`src/rtl/frame_rate_decoder.sv`:
```
// -----------------------------------------------------------------------------
// frame_rate_decoder
//
// Receive-side monitor for the animation speed encoder. It watches the LED
// frame bus, measures the number of clk cycles between frame changes, and
// decodes that period back into the 2-bit speed mode that produced it. A
// frame bus that stops changing for TIMEOUT cycles is flagged as stalled.
//
// Ports
//   clk           in   1      system clock
//   rst           in   1      asynchronous, active-high reset
//   led           in   16     observed LED frame, synchronous to clk
//   sw_state      out  2      decoded speed mode, holds its last locked value
//   mode_valid    out  1      1 while the decoder is locked onto a mode
//   stalled       out  1      1 after TIMEOUT cycles without a frame change
//   frame_period  out  CNT_W  last measured frame period in cycles
//   frame_tick    out  1      one-cycle pulse per detected frame change
// -----------------------------------------------------------------------------
module frame_rate_decoder #(
    parameter int CNT_W     = 27,
    parameter int TM0       = 50_000_000,
    parameter int TM1       = 25_000_000,
    parameter int TM2       = 12_500_000,
    parameter int TM3       = 6_250_000,
    parameter int TOL_SHIFT = 3,
    parameter int LOCK_CNT  = 2,
    parameter int TIMEOUT   = 100_000_000
) (
    input  logic             clk,
    input  logic             rst,
    input  logic [15:0]      led,
    output logic [1:0]       sw_state,
    output logic             mode_valid,
    output logic             stalled,
    output logic [CNT_W-1:0] frame_period,
    output logic             frame_tick
);

    typedef enum logic [1:0] {
        S_IDLE,
        S_SYNC,
        S_MEASURE,
        S_LOCKED
    } state_t;

    localparam logic [CNT_W-1:0] CNT_MAX    = '1;
    localparam logic [CNT_W-1:0] TIMEOUT_M1 = CNT_W'(TIMEOUT - 1);
    localparam logic [3:0]       LOCK_N     = 4'(LOCK_CNT);

    // Acceptance windows, one bit wider than the counter so the upper bound
    // of the slowest mode cannot wrap.
    localparam logic [CNT_W:0] LO0 = (CNT_W + 1)'(TM0 - (TM0 >> TOL_SHIFT));
    localparam logic [CNT_W:0] HI0 = (CNT_W + 1)'(TM0 + (TM0 >> TOL_SHIFT));
    localparam logic [CNT_W:0] LO1 = (CNT_W + 1)'(TM1 - (TM1 >> TOL_SHIFT));
    localparam logic [CNT_W:0] HI1 = (CNT_W + 1)'(TM1 + (TM1 >> TOL_SHIFT));
    localparam logic [CNT_W:0] LO2 = (CNT_W + 1)'(TM2 - (TM2 >> TOL_SHIFT));
    localparam logic [CNT_W:0] HI2 = (CNT_W + 1)'(TM2 + (TM2 >> TOL_SHIFT));
    localparam logic [CNT_W:0] LO3 = (CNT_W + 1)'(TM3 - (TM3 >> TOL_SHIFT));
    localparam logic [CNT_W:0] HI3 = (CNT_W + 1)'(TM3 + (TM3 >> TOL_SHIFT));

    // State registers
    state_t           state_q,        state_d;
    logic [15:0]      led_q,          led_d;
    logic             primed_q,       primed_d;
    logic [CNT_W-1:0] cnt_q,          cnt_d;
    logic [1:0]       cand_q,         cand_d;
    logic [3:0]       hits_q,         hits_d;
    logic [1:0]       sw_state_q,     sw_state_d;
    logic             stalled_q,      stalled_d;
    logic [CNT_W-1:0] frame_period_q, frame_period_d;
    logic             frame_tick_q,   frame_tick_d;

    // Combinational helpers
    logic             chg;
    logic [CNT_W-1:0] period;
    logic [CNT_W:0]   period_ext;
    logic             cls_hit;
    logic [1:0]       cls;
    logic [3:0]       hits_inc;
    logic             restart;

    // A change is only meaningful once led_q holds a real sample; the
    // power-up compare against the reset value of led_q is ignored.
    assign chg        = (led != led_q) && primed_q;

    // Period of the frame that ends this cycle; saturates with the counter.
    assign period     = (cnt_q == CNT_MAX) ? cnt_q : cnt_q + 1'b1;
    assign period_ext = {1'b0, period};
    assign hits_inc   = hits_q + 4'd1;

    // Period classifier: the lowest mode index wins if windows overlap.
    always_comb begin
        cls_hit = 1'b1;
        cls     = 2'd0;
        if (period_ext >= LO0 && period_ext <= HI0) begin
            cls = 2'd0;
        end else if (period_ext >= LO1 && period_ext <= HI1) begin
            cls = 2'd1;
        end else if (period_ext >= LO2 && period_ext <= HI2) begin
            cls = 2'd2;
        end else if (period_ext >= LO3 && period_ext <= HI3) begin
            cls = 2'd3;
        end else begin
            cls_hit = 1'b0;
        end
    end

    // Next-state logic for the datapath and the lock FSM.
    always_comb begin
        // NOTE: every signal gets a default before any branch so no path can
        // leave it unassigned and infer a latch.
        state_d        = state_q;
        led_d          = led;
        primed_d       = 1'b1;
        cnt_d          = (cnt_q == CNT_MAX) ? cnt_q : cnt_q + 1'b1;
        cand_d         = cand_q;
        hits_d         = hits_q;
        sw_state_d     = sw_state_q;
        stalled_d      = stalled_q;
        frame_period_d = frame_period_q;
        frame_tick_d   = chg;
        restart        = 1'b0;

        if (chg) begin
            cnt_d          = '0;
            frame_period_d = period;
            stalled_d      = 1'b0;

            unique case (state_q)
                // First edge after reset or a stall: phase unknown, no period.
                S_IDLE: state_d = S_SYNC;

                S_SYNC: begin
                    if (cls_hit) begin
                        restart = 1'b1;
                    end
                end

                S_MEASURE: begin
                    if (!cls_hit) begin
                        state_d = S_SYNC;
                    end else if (cls == cand_q) begin
                        hits_d = hits_inc;
                        if (hits_inc >= LOCK_N) begin
                            state_d    = S_LOCKED;
                            sw_state_d = cand_q;
                        end
                    end else begin
                        restart = 1'b1;
                    end
                end

                S_LOCKED: begin
                    if (!cls_hit) begin
                        state_d = S_SYNC;
                    end else if (cls != sw_state_q) begin
                        restart = 1'b1;
                    end
                end

                default: state_d = S_IDLE;
            endcase

            // Start a new candidate from this period; with a one-period lock
            // requirement the candidate is accepted immediately.
            if (restart) begin
                if (LOCK_N <= 4'd1) begin
                    state_d    = S_LOCKED;
                    sw_state_d = cls;
                    hits_d     = 4'd1;
                end else begin
                    state_d = S_MEASURE;
                    cand_d  = cls;
                    hits_d  = 4'd1;
                end
            end
        end else if (cnt_q == TIMEOUT_M1) begin
            // Fires once: the counter moves past TIMEOUT-1 afterwards.
            stalled_d = 1'b1;
            state_d   = S_IDLE;
        end
    end

    // NOTE: sequential state uses non-blocking assignments so every flop
    // samples the pre-edge value of every other flop.
    always_ff @(posedge clk or posedge rst) begin
        if (rst) begin
            state_q        <= S_IDLE;
            led_q          <= '0;
            primed_q       <= 1'b0;
            cnt_q          <= '0;
            cand_q         <= 2'd0;
            hits_q         <= 4'd0;
            sw_state_q     <= 2'd0;
            stalled_q      <= 1'b0;
            frame_period_q <= '0;
            frame_tick_q   <= 1'b0;
        end else begin
            state_q        <= state_d;
            led_q          <= led_d;
            primed_q       <= primed_d;
            cnt_q          <= cnt_d;
            cand_q         <= cand_d;
            hits_q         <= hits_d;
            sw_state_q     <= sw_state_d;
            stalled_q      <= stalled_d;
            frame_period_q <= frame_period_d;
            frame_tick_q   <= frame_tick_d;
        end
    end

    assign sw_state     = sw_state_q;
    assign mode_valid   = (state_q == S_LOCKED);
    assign stalled      = stalled_q;
    assign frame_period = frame_period_q;
    assign frame_tick   = frame_tick_q;

endmodule

```
`config.mk`:
```
export PLATFORM = sky130hd
export DESIGN_NAME = frame_rate_decoder
export DESIGN_NICKNAME = d
export VERILOG_FILES = /design/src/rtl/frame_rate_decoder.sv
export SDC_FILE = /design/constraint.sdc
export NUM_CORES = 1
export LEC_CHECK = 0
export ABC_AREA = 1
export CORE_ASPECT_RATIO = 0.7
export CORE_UTILIZATION = 35
export DETAILED_ROUTE_END_ITERATION = 12
export GPL_TIMING_DRIVEN = 0
export HOLD_SLACK_MARGIN = 0.06
export PLACE_DENSITY_LB_ADDON = 0.3
export SYNTH_ARGS = -nofsm -noshare
export SYNTH_HDL_FRONTEND = slang
export SYNTH_SLANG_ARGS = --single-unit
```
`constraint.sdc`:
```
create_clock -name clk -period 3.1 [get_ports clk]
set_input_delay 0.62 -clock clk [delete_from_list [all_inputs] [get_ports clk]]
set_output_delay 0.62 -clock clk [all_outputs]
set_load 0.02 [all_outputs]
```
* After elaboration in Yosys (flattened, before gate mapping)
Cells that the tools add are included.
** Cells by class
- Eq/ne operators :: 12
- Order comparisons :: 9
- Muxes and demuxes :: 31
- Reductions and logical operators :: 14
- Add/sub/neg operators :: 2
** Operators by type and width (count)
- $eq 27x27->1 const B :: 2
- $mux 27 :: 2
- $add 27x1->27 const B :: 1
- $ge 27x23->1 const B :: 1
- $ge 27x24->1 const B :: 1
- $ge 27x25->1 const B :: 1
- $ge 27x26->1 const B :: 1
- $le 27x23->1 const B :: 1
- $le 27x24->1 const B :: 1
- $le 27x25->1 const B :: 1
- $le 27x26->1 const B :: 1
- $mux 2 :: 11
- $mux 4 :: 4
- $ne 16x16->1 :: 1
- $mux 1 :: 12
- $ne 5x5->1 const B :: 2
- $reduce_and 5->1 :: 2
- $reduce_bool 2->1 :: 4
- $pmux 2 s3 :: 1
- $logic_and 1x1->1 :: 5
- $ne 5x2->1 const B :: 1
- $add 4x1->4 const B :: 1
- $eq 2x2->1 const B :: 2
- $ge 4x2->1 const B :: 1
- other kinds (8) :: 8
** Word-level totals
- Word-level logic and storage cells :: 78
- Output and inout bits :: 32
- Bits of input ports :: 18
- Bits in registers :: 83

* Depth between registers and ports, before layout
Gate-level depths: netlist (run 1).
- Depth after elaboration :: 15
- Gate-level depth with buffers :: 29
- Gate-level depth less buffers :: 27

* Least setup slack after synthesis (run 1)
OpenSTA, ideal clock, no wires.
- Path kind :: register to register
- Start :: register cnt_q[1]
- End :: register state_q[0]
- Cell stages (with the launch flop) :: 27
- Required time :: 2.982 ns
- Clock period less this slack :: 2.932 ns
- Slack :: 0.168 ns
- Buffers on the path :: 3
- Arrival :: 2.815 ns
- Setup time :: 0.118 ns
- Cells stage by stage :: dfrtp_1 ha_1 buf_4 nand2_2 nor2_4 nand2_2 nor2_4 nand2_2 buf_6 buf_6 xor2_2 clkinv_1 nand2_1 nor3_1 nand3_1 nand2_1 nand2_2 nand2_1 nand2_1 nand2_2 nand3_1 nand2_1 inv_2 nand2_1 nand3_2 nand2_1 nand2_1
** Between the ends
- Word-level cells in the longest chain between the ends :: 15
- Elaborated cells on any way between the ends :: 43
- Those cells by class :: add/sub: 1; order compare: 8; eq/ne: 8; mux: 20; reduce/logical: 6
** RTL lines
- start: declaration :: line 65 : logic [CNT_W-1:0] cnt_q, cnt_d;
- start signal: assignment :: line 202 : cnt_q <= cnt_d;
- $add 27x1->27 / $eq 27x27->1 (equally long branches) :: line 87 : assign period = (cnt_q == CNT_MAX) ? cnt_q : cnt_q + 1'b1;
- $mux 27
- $ge 27x23->1 / $le 27x23->1 (equally long branches) :: line 101 : end else if (period_ext >= LO3 && period_ext <= HI3) begin
- $logic_and 1x1->1 :: line 101
- $mux 2 :: line 101
- $mux 2 :: line 99 : end else if (period_ext >= LO2 && period_ext <= HI2) begin
- $mux 2 :: line 97 : end else if (period_ext >= LO1 && period_ext <= HI1) begin
- $mux 2 :: line 95 : if (period_ext >= LO0 && period_ext <= HI0) begin
- $ne 2x2->1 / $eq 2x2->1 (equally long branches) :: line 156, 142
- $mux 1 (on tied branches) :: line 156, 142
- $mux 1 (on tied branches) :: line 154, 140
- $pmux 1 s3 :: line 129 : unique case (state_q)
- $mux 1 :: line 124 : if (chg) begin
- $ne 5x5->1 (no source line), or another cell as far along
- $reduce_and 5->1 (no source line) / $mux 2 (equally long branches)
- end signal: assignment :: line 199 : state_q <= state_d;
- end: declaration :: line 62 : state_t state_q, state_d;
Parallel ways exist; a longest one is shown, timed or not. The select of a mux whose other input is x is not followed.
A chain may end at the register's enable or synchronous reset.

* Final worst setup path (run 1)
- Start :: register cnt_q[0]
- End :: register hits_q[2]
** Between the ends
- Word-level cells in the longest chain between the ends :: 15
- Elaborated cells on any way between the ends :: 37
- Those cells by class :: add/sub: 1; order compare: 8; eq/ne: 3; mux: 17; reduce/logical: 8
** RTL lines
- $add 27x1->27 / $eq 27x27->1 (equally long branches) :: line 87
- $mux 27 *
- $ge 27x23->1 / $le 27x23->1 (equally long branches) :: line 101
- $logic_and 1x1->1 :: line 101
- $mux 2 :: line 101
- $mux 2 :: line 99
- $mux 2 :: line 97
- $mux 2 :: line 95
- $ne 2x2->1 / $eq 2x2->1 (equally long branches) :: line 156, 142
- $mux 1 (on tied branches) :: line 156, 142
- $mux 1 (on tied branches) :: line 154, 140
- $pmux 1 s3 :: line 129
- $mux 1 :: line 124
- $reduce_bool 2->1 (no source line)
- $reduce_and 4->1 (no source line)
- end signal: assignment :: line 204 : hits_q <= hits_d;
- end: declaration :: line 67 : logic [3:0] hits_q, hits_d;
Mark *: on every way between the ends. The rest lies on a longest branch, timed or not. The select of a mux whose other input is x is not followed.

==> run metrics, run 1 <==
status complete, but fails checks; failing checks negative setup slack; number of max-cap violations 0; clock slew seen by the registers of the worst setup and hold paths 0.07 ns; total CTS buffers 9; die height 108 µm; commonest non-fill, non-tap cells in the layout nand2_1, inv_1, dfrtp_1; Arr. time, crit path 3.43 ns; Synth async-reset ratio 100%; fmax 314 MHz; Synth top area share 36.7%; Main synth FF type dfrtp_1; Die Area 16,700 µm²; post-route cell area 7870 µm²; I/O Buffers 49; footprint of the multi-input gates 3760 µm²; flops & latches, synth 83; FP Rows 38; Cells after Synth 859; Worst Setup Slack, final -0.0838 ns; Slew HR 54.8%; post-synthesis cell type count 42; crit share post-route 103%; maximum vdd drop 0.000295 V; final core occ 50.3%; routability cong. 0.966; Core Region 15,600 µm²; pin count of the biggest net entering global routing 51; Root Driver clkbuf_16; crit start category register; Clock Tree Buf Depth 2; Total Neg Setup Slack -0.606 ns; Ant. Diodes 0; Slew @ Worst Pin 0.677 ns; fillers 1,524; total gr overflow 0; Clock Latency Late Sink 0.36 ns; area leader, netlist dfrtp_1; sequential area share after synthesis 36.7%; gr busiest metal met1; drt pass-1 iters 5; Post-synth EDFFs 0; antenna-violating nets left 0; RSZ-0062 raised after global routing yes; Final min period 3.18 ns; Crit Path Category register to register; Slew Viols, Final 0; register area 2090 µm²; endpoints failing setup 10; main area contributors after synthesis dfrtp_1, nand2_1, nand3_1; initial antenna violation count 0; HP Class register to register; Fin. Hold Viols 0; GR Layer Usage met3 8.86%; PD cells 336 nW/µm²; Avg WL per Cell 16.7 µm; syn nets 880; starting density of the core 36.2%; global-route wire length before repair 30.1 mm; Ys Warns 0; final wirelength 19.4 mm; Overall Global Routing Usage 24.1%; setup slack, reg-to-reg -0.08 ns; clk_skew 0.00780 ns; element type at the critical path end register; vias 6,189; CTS tree yes; drt initial violations 565; M2 GR Usage 33.5%; most common cell after layout, fill and taps aside nand2_1; layout cells sized above 1 26.3%; DR vias/cell 5.33; DRC viols 0; LEAKAGE 3.64 nW; DP HPWL 13.8 mm; Post-Synthesis Cell Area 5660 µm²; synthesized area per cell 6.58 µm²; H-tree depth 3; clk sink count 83; crit path max fanout 4; DIE WIDTH 154 µm; # IOs 50; grt met1 use 34.0%; vias in the first global route 5,564; required time of the critical path 3.35 ns; placed instance area 6430 µm²; NumNets Final 978; Area growth syn-to-layout 39.1%
## flip-flops by register name, summed over array words and instances (netlist names), 2 cells and up
register,flops
cnt_q,27
frame_period,27
led_q,16
hits_q,4
cand_q,2
state_q,2
sw_state,2
## metrics by stage
| stage | power (W) | instances | hold WS [ns] | setup slack [ns] |
|---|---|---|---|---|
| after CTS | 0.00265 | 1150 | 0.497 | -0.144 |
| after global placement | 0.00137 | 1108 | 0.476 | -1.23 |
| after detailed placement | 0.00137 | 1109 | 0.477 | -0.613 |
| after floorplan | 0.00128 | 859 | 0.462 | 0.168 |
| final | 0.00265 | 1162 | 0.490 | -0.0838 |
| after global routing | 0.00274 | 1162 | 0.514 | -0.271 |
## what timing repair did
action                                 4_1_cts  5_1_grt
gates cloned                                 2        0
resized for setup                           77      135
setup buffers                               23       14
endpoints found under the hold margin        0        0
pin swaps                                   30       56
setup endpoints to repair                   24       15
hold buffers                                 0        0
## routing by layer
layer	part of all wire, %	routed length (µm)
met1	46	8960
met2	40	7670
met4	2.4	461
met5	0	0
met3	12	2310
## worst max-delay path, cell delays in order, from the launching register on
cell	delay [ns]
dfrtp_1	0.43
ha_4	0.18
nand2_4	0.05
nor2_4	0.15
nand2_4	0.09
nor2_4	0.16
nand2_4	0.10
buf_12	0.15
buf_6	0.11
o21ai_4	0.19
nand2_2	0.10
inv_2	0.08
nand2_2	0.07
nor3_4	0.23
nand3_1	0.12
nand2_2	0.09
nand2_4	0.08
nand2_4	0.08
nor2_4	0.05
a21oi_4	0.17
nand2_4	0.09
nor2_4	0.12
inv_2	0.06
nand2_1	0.05
o21ai_1	0.05
## final cells by class
type	count	share of cell area (%)
Tap cell	200	3.18
Timing Repair Buffer	88	11.0
Clock buffer	10	2.91
Buffer	15	1.76
Clock inverter	6	1.22
Inverter	113	5.66
Sequential cell	83	26.5
Multi-Input combinational cell	647	47.8
## power by group
part | leakage, nW | total (W) | internal, W | switching, W
clock | 0.156 | 0.00124 | 0.000719 | 0.000522
combinational | 2.40 | 0.000268 | 0.000112 | 0.000156
sequential | 1.09 | 0.00114 | 0.00111 | 0.0000235
total | 3.64 | 0.00265 | 0.00194 | 0.000702
## cell families (layout without fill, tap and decap cells)
kind of cell	count (synthesis)	after routing	share of synthesized area, %
XOR/XNOR	10	10	1.68
other	1	1	0.0663
AND/OR/NAND/NOR	562	562	44.7
adder cells (fa/ha/maj)	3	3	0.664
flip-flops	83	83	36.7
AO/OA/AOI/OAI	71	71	7.04
buffers and inverters	129	232	9.11
## worst paths after layout
kind,to,start,depth (start not counted)
max in group asynchronous,cnt_q[18],rst,3
min reg2reg,frame_period[7],frame_period[7],2
min in group asynchronous,led_q[8],rst,2
max,hits_q[2],cnt_q[0],24
min,frame_period[7],frame_period[7],2
max reg2reg,hits_q[2],cnt_q[0],24
## synthesized netlist by cell type (all sizes together), types with 8 or more instances
cell type  count
dfrtp         83
clkbuf         8
xnor2          8
nand4         23
buf            8
nand2        304
inv          109
nand3         97
o21ai         46
a21oi         15
nor2         111
nor3          13
Note: power is estimated with default switching activity, not from simulation.
==> run 2: changes to the inputs <==
--- a/config.mk
+++ b/config.mk
@@ -12,6 +12,7 @@
 export GPL_TIMING_DRIVEN = 0
 export HOLD_SLACK_MARGIN = 0.06
 export PLACE_DENSITY_LB_ADDON = 0.3
+export SETUP_SLACK_MARGIN = 0.2
 export SYNTH_ARGS = -nofsm -noshare
 export SYNTH_HDL_FRONTEND = slang
 export SYNTH_SLANG_ARGS = --single-unit
==> run 2 against run 1 <==
Against the previous run:
- the run still ends with negative setup slack left
- via count shrank 2.1%
- cell count shrank 0.34%
- first-iteration DRC count grew 13%
- largest power group is now registers
- clock skew grew 0.0054 ns
- sequential power is essentially flat
- die area is the same
- flip-flop and latch count is the same
- setup slack lost 0.17 ns
- fmax shrank 5.0%
==> run metrics, run 2 (same netlist as run 1, synthesis figures left out) <==
clock slew seen by the registers of the worst setup and hold paths 0.08 ns; crit path max fanout 6; antenna-violating nets left 0; PD cells 329 nW/µm²; H-tree depth 3; Final min period 3.35 ns; # IOs 50; HP Class register to register; I/O Buffers 49; status complete, but fails checks; FP Rows 38; CTS tree yes; crit start category register; Avg WL per Cell 16.4 µm; fillers 1,575; initial antenna violation count 0; die height 108 µm; endpoints failing setup 10; post-route cell area 7560 µm²; Min Hold Slack 0.491 ns; crit share post-route 108%; vias in the first global route 5,693; vias 6,060; setup slack, reg-to-reg -0.25 ns; Die Area 16,700 µm²; Slew @ Worst Pin 0.658 ns; Net Sw Frac 28.4%; Ant. Diodes 0; drt pass-1 iters 6; Clock power frac 44.2%; hold_buf cts 0; required time of the critical path 3.34 ns; maximum vdd drop 0.000284 V; DRC viols 0; NumNets Final 974; clk sink count 83; layout cells sized above 1 21.8%; DP HPWL 13.9 mm; final wirelength 18.9 mm; commonest non-fill, non-tap cells in the layout nand2_1, inv_1, nor2_1; Worst Setup Slack, final -0.253 ns; failing checks negative setup slack; switching power 0.000708 W; Core Region 15,600 µm²; Crit Path Category register to register; Fin. Hold Viols 0; drt initial violations 639; DIE WIDTH 154 µm; Arr. time, crit path 3.59 ns; internal power 0.00178 W; most common cell after layout, fill and taps aside nand2_1; clk_skew 0.0132 ns; Clock Tree Buf Depth 2; DR vias/cell 5.23; total gr overflow 0; RSZ-0062 raised after global routing yes; Root Driver clkbuf_16; Slew HR 56.2%; Overall Global Routing Usage 24.2%; Clock Latency Late Sink 0.35 ns; routability cong. 0.963; Area growth syn-to-layout 33.7%; pin count of the biggest net entering global routing 47; LEAKAGE 3.55 nW; total power 0.00249 W; placed instance area 6480 µm²; global-route wire length before repair 30.7 mm; Slew Viols, Final 0; Flop pwr share 45.6%; Gate power share 10.2%; fmax 298 MHz; number of max-cap violations 0; total CTS buffers 9; element type at the critical path end register; starting density of the core 36.2%
-- run 2: per-stage QoR --
step / std cells / worst slack [ns] / TNS [ns] / util, %
floorplan: 859 / 0.173 / 0 / -
global placement: 1108 / -1.11 / -106.65 / 41.2
detailed placement: 1109 / -0.566 / -15.02 / 41.4
CTS: 1151 / -0.0831 / -0.519 / 47.1
global route: 1158 / -0.417 / -3.64 / 48.4
finish: 1158 / -0.253 / -1.93 / 48.4
-- run 2: worst max-delay path: stages, from the launching register on --
cell and delay (ns):
dfrtp_1 0.40, ha_4 0.15, buf_6 0.10, nand2_4 0.05, nor2_4 0.17, nand2_2 0.11
nor2_4 0.16, nand2_4 0.08, buf_12 0.15, buf_6 0.12, o21ai_4 0.24, nand2_2 0.09
inv_2 0.08, nand2_2 0.07, nor3_4 0.23, nand3_1 0.10, nand2_1 0.08, nand2_2 0.10
nand3_1 0.14, nand2_4 0.09, nand3_2 0.10, nand3_2 0.12, nand2_2 0.10, nand3_2 0.06
nand2_1 0.06, nand2_1 0.06
-- run 2: layer usage --
layer	track usage, %	up-vias	routed length (µm)
met2	33.7	264	7510
met1	35.1	2844	8850
met4	5.86	0	309
li1	-	2921	-
met3	8.54	31	2260
met5	0	-	0
-- run 2: layout make-up --
class	count	area, µm²	area share, %
repair buffers	83	818	10.8
clock buffers	9	225	2.98
flip-flops and latches	83	2080	27.5
clock inverters	7	65.1	0.860
inverters	113	433	5.72
multi-input cells	647	3550	46.9
plain buffers	16	139	1.84
well taps	200	250	3.31
-- run 2: worst paths after layout --
path,end,startpoint,cells past startpoint
min reg2reg,frame_period[2],frame_period[2],2
max in group asynchronous,sw_state[1],rst,3
max reg2reg,state_q[0],cnt_q[0],25
min,frame_period[2],frame_period[2],2
min in group asynchronous,led_q[8],rst,2
max,state_q[0],cnt_q[0],25
-- run 2: power groups by stage --
stage                     clock network [W]  logic [W]  registers [W]
after floorplan                           0   0.000122        0.00116
after global placement                    0   0.000212        0.00116
after global routing                0.00117   0.000282        0.00114
final                               0.00110   0.000254        0.00114
after CTS                           0.00113   0.000242        0.00114
after detailed placement                  0   0.000221        0.00116
-- run 2: what timing repair did --
action | CTS | global route
gates resized for setup | 90 | 44
setup endpoints to repair | 36 | 43
pin swaps | 30 | 28
buffers inserted | 24 | 7
cloned | 2 | 0
==> run 3: changes to the inputs <==
--- a/config.mk
+++ b/config.mk
@@ -11,7 +11,6 @@
 export DETAILED_ROUTE_END_ITERATION = 12
 export GPL_TIMING_DRIVEN = 0
 export HOLD_SLACK_MARGIN = 0.06
-export PLACE_DENSITY_LB_ADDON = 0.3
 export SETUP_SLACK_MARGIN = 0.2
 export SYNTH_ARGS = -nofsm -noshare
 export SYNTH_HDL_FRONTEND = slang
==> run 3 against run 2 <==
Against the previous run:
- the run still ends with negative setup slack left
- power rose by 1.6%
- non-clock buffer count rose by 12
- first-iteration DRC count fell by 15%
- worst hold slack barely moved
- largest cell class unchanged
- largest power group unchanged
- wire length rose by 4.8%
- critical path depth rose by 2
==> run metrics, run 3 (same netlist as run 1, synthesis figures left out) <==
Avg WL per Cell 17.0 µm; clk sink count 83; Slew @ Worst Pin 0.636 ns; Clock Latency Late Sink 0.36 ns; # IOs 50; placed instance area 6480 µm²; DIE WIDTH 154 µm; total gr overflow 0; antenna-violating nets left 0; FP Rows 38; DP HPWL 14.1 mm; Flop pwr share 44.9%; M2 GR Usage 34.2%; fmax 300 MHz; Overall Global Routing Usage 24.3%; setup slack, reg-to-reg -0.23 ns; CTS tree yes; hold_buf cts 0; crit path max fanout 7; crit share post-route 108%; layout cells sized above 1 27.1%; initial antenna violation count 0; CP endpoint hits_q[2]; grt met1 use 35.9%; switching power 0.000739 W; drt pass-1 iters 7; GR Layer Usage met3 6.21%; Slew HR 57.6%; final core occ 51.0%; r2r startpoint cnt_q[1]; Core Region 15,600 µm²; worst r2r path cells 27; HP Class register to register; Root Driver clkbuf_16; internal power 0.00179 W; Slew Viols, Final 0; required time of the critical path 3.34 ns; drt initial violations 542; Clock power frac 45.0%; gr busiest metal met1; total power 0.00253 W; PD cells 317 nW/µm²; DRC viols 0; I/O Buffers 49; NumNets Final 986; post-route insts no fill 1,170; Arr. time, crit path 3.58 ns; RSZ-0062 raised after global routing yes; Worst Setup Slack, final -0.235 ns; final wirelength 19.8 mm; starting density of the core 36.2%; commonest non-fill, non-tap cells in the layout nand2_1, inv_1, dfrtp_1; Ant. Diodes 0; post-route cell area 7980 µm²; H-tree depth 3; Fin. Hold Viols 0; most common cell after layout, fill and taps aside nand2_1; Die Area 16,700 µm²; number of max-cap violations 0; vias in the first global route 5,610; die height 108 µm; maximum vdd drop 0.000200 V; Placed Instances 1,109; FF-to-FF End hits_q[2]; CP Launch Point cnt_q[1]; Crit Path Category register to register; clock slew seen by the registers of the worst setup and hold paths 0.08 ns; Area growth syn-to-layout 41.1%; vias 6,152; global-route wire length before repair 30.6 mm; status complete, but fails checks; endpoints failing setup 10; Total Neg Setup Slack -2.10 ns; routability cong. 0.991; pin count of the biggest net entering global routing 44; Final min period 3.33 ns; LEAKAGE 3.74 nW; DR vias/cell 5.26; element type at the critical path end register; total CTS buffers 9; Clock Tree Buf Depth 2; crit start category register; clk_skew 0.0126 ns; Gate power share 10.1%; failing checks negative setup slack; Net Sw Frac 29.2%
-- run 3: worst min-delay path by stage --
| stage | to | cells after the start | slack [ns] | startpoint |
|---|---|---|---|---|
| finish | frame_period[18] | 2 | 0.49 | frame_period[18] |
| floorplan | hits_q[3] | 2 | 0.46 | hits_q[3] |
| detailed placement | frame_period[8] | 2 | 0.47 | frame_period[8] |
| global placement | frame_period[18] | 2 | 0.48 | frame_period[18] |
| global route | frame_period[14] | 2 | 0.52 | frame_period[14] |
| CTS | frame_period[18] | 2 | 0.50 | frame_period[18] |
-- run 3: layout make-up --
| class | count | area, µm² |
|---|---|---|
| tap | 200 | 250 |
| multi-input combinational | 647 | 3830 |
| clock inverter | 7 | 76.3 |
| fill | 1532 | 7660 |
| buffer | 16 | 144 |
| clock buffer | 9 | 225 |
| inverter | 113 | 442 |
| sequential | 83 | 2080 |
| timing repair buffer | 95 | 928 |
-- run 3: what timing repair did --
item,4_1_cts,5_1_grt
resized for setup,78,124
pin swaps,35,55
buffers inserted,27,16
gates cloned,2,0
setup endpoints to repair,30,33
-- run 3: power groups by stage --
| stage | Clock [W] | Combinational [W] | Sequential [W] |
|---|---|---|---|
| floorplan | 0 | 0.000122 | 0.00116 |
| global placement | 0 | 0.000214 | 0.00116 |
| detailed placement | 0 | 0.000222 | 0.00116 |
| CTS | 0.00116 | 0.000239 | 0.00113 |
| global route | 0.00119 | 0.000287 | 0.00114 |
| finish | 0.00114 | 0.000257 | 0.00114 |
-- run 3: per-stage QoR --
step	worst slack, ns	hold slack, ns
2_1_floorplan	0.173	0.460
3_3_place_gp	-1.17	0.475
3_5_place_dp	-0.587	0.473
4_1_cts	-0.158	0.495
5_1_grt	-0.441	0.518
6_report	-0.235	0.491
-- run 3: per-layer routing --
layer	routed length [µm]	up-vias
met4	552	0
met2	7990	265
met1	9280	2879
met5	0	-
li1	-	2955
met3	2020	53
-- run 3: critical path, cell delays in order (launching register included) --
cell and delay (ns):
dfrtp_1 0.38, ha_2 0.18, buf_6 0.10, nand2_4 0.05
nor2_4 0.16, nand2_2 0.10, nor2_4 0.16, nand2_4 0.08
buf_12 0.14, buf_12 0.13, buf_8 0.13, buf_4 0.15
nand3_2 0.10, inv_2 0.06, nand2_2 0.10, nor2_2 0.05
nand2_1 0.06, nand3_1 0.08, nand2_2 0.10, nand2_4 0.11
nand2_4 0.13, nor2_4 0.06, a21oi_4 0.19, nand2_4 0.09
nor2_4 0.13, inv_2 0.06, nand2_1 0.05, o21ai_1 0.05
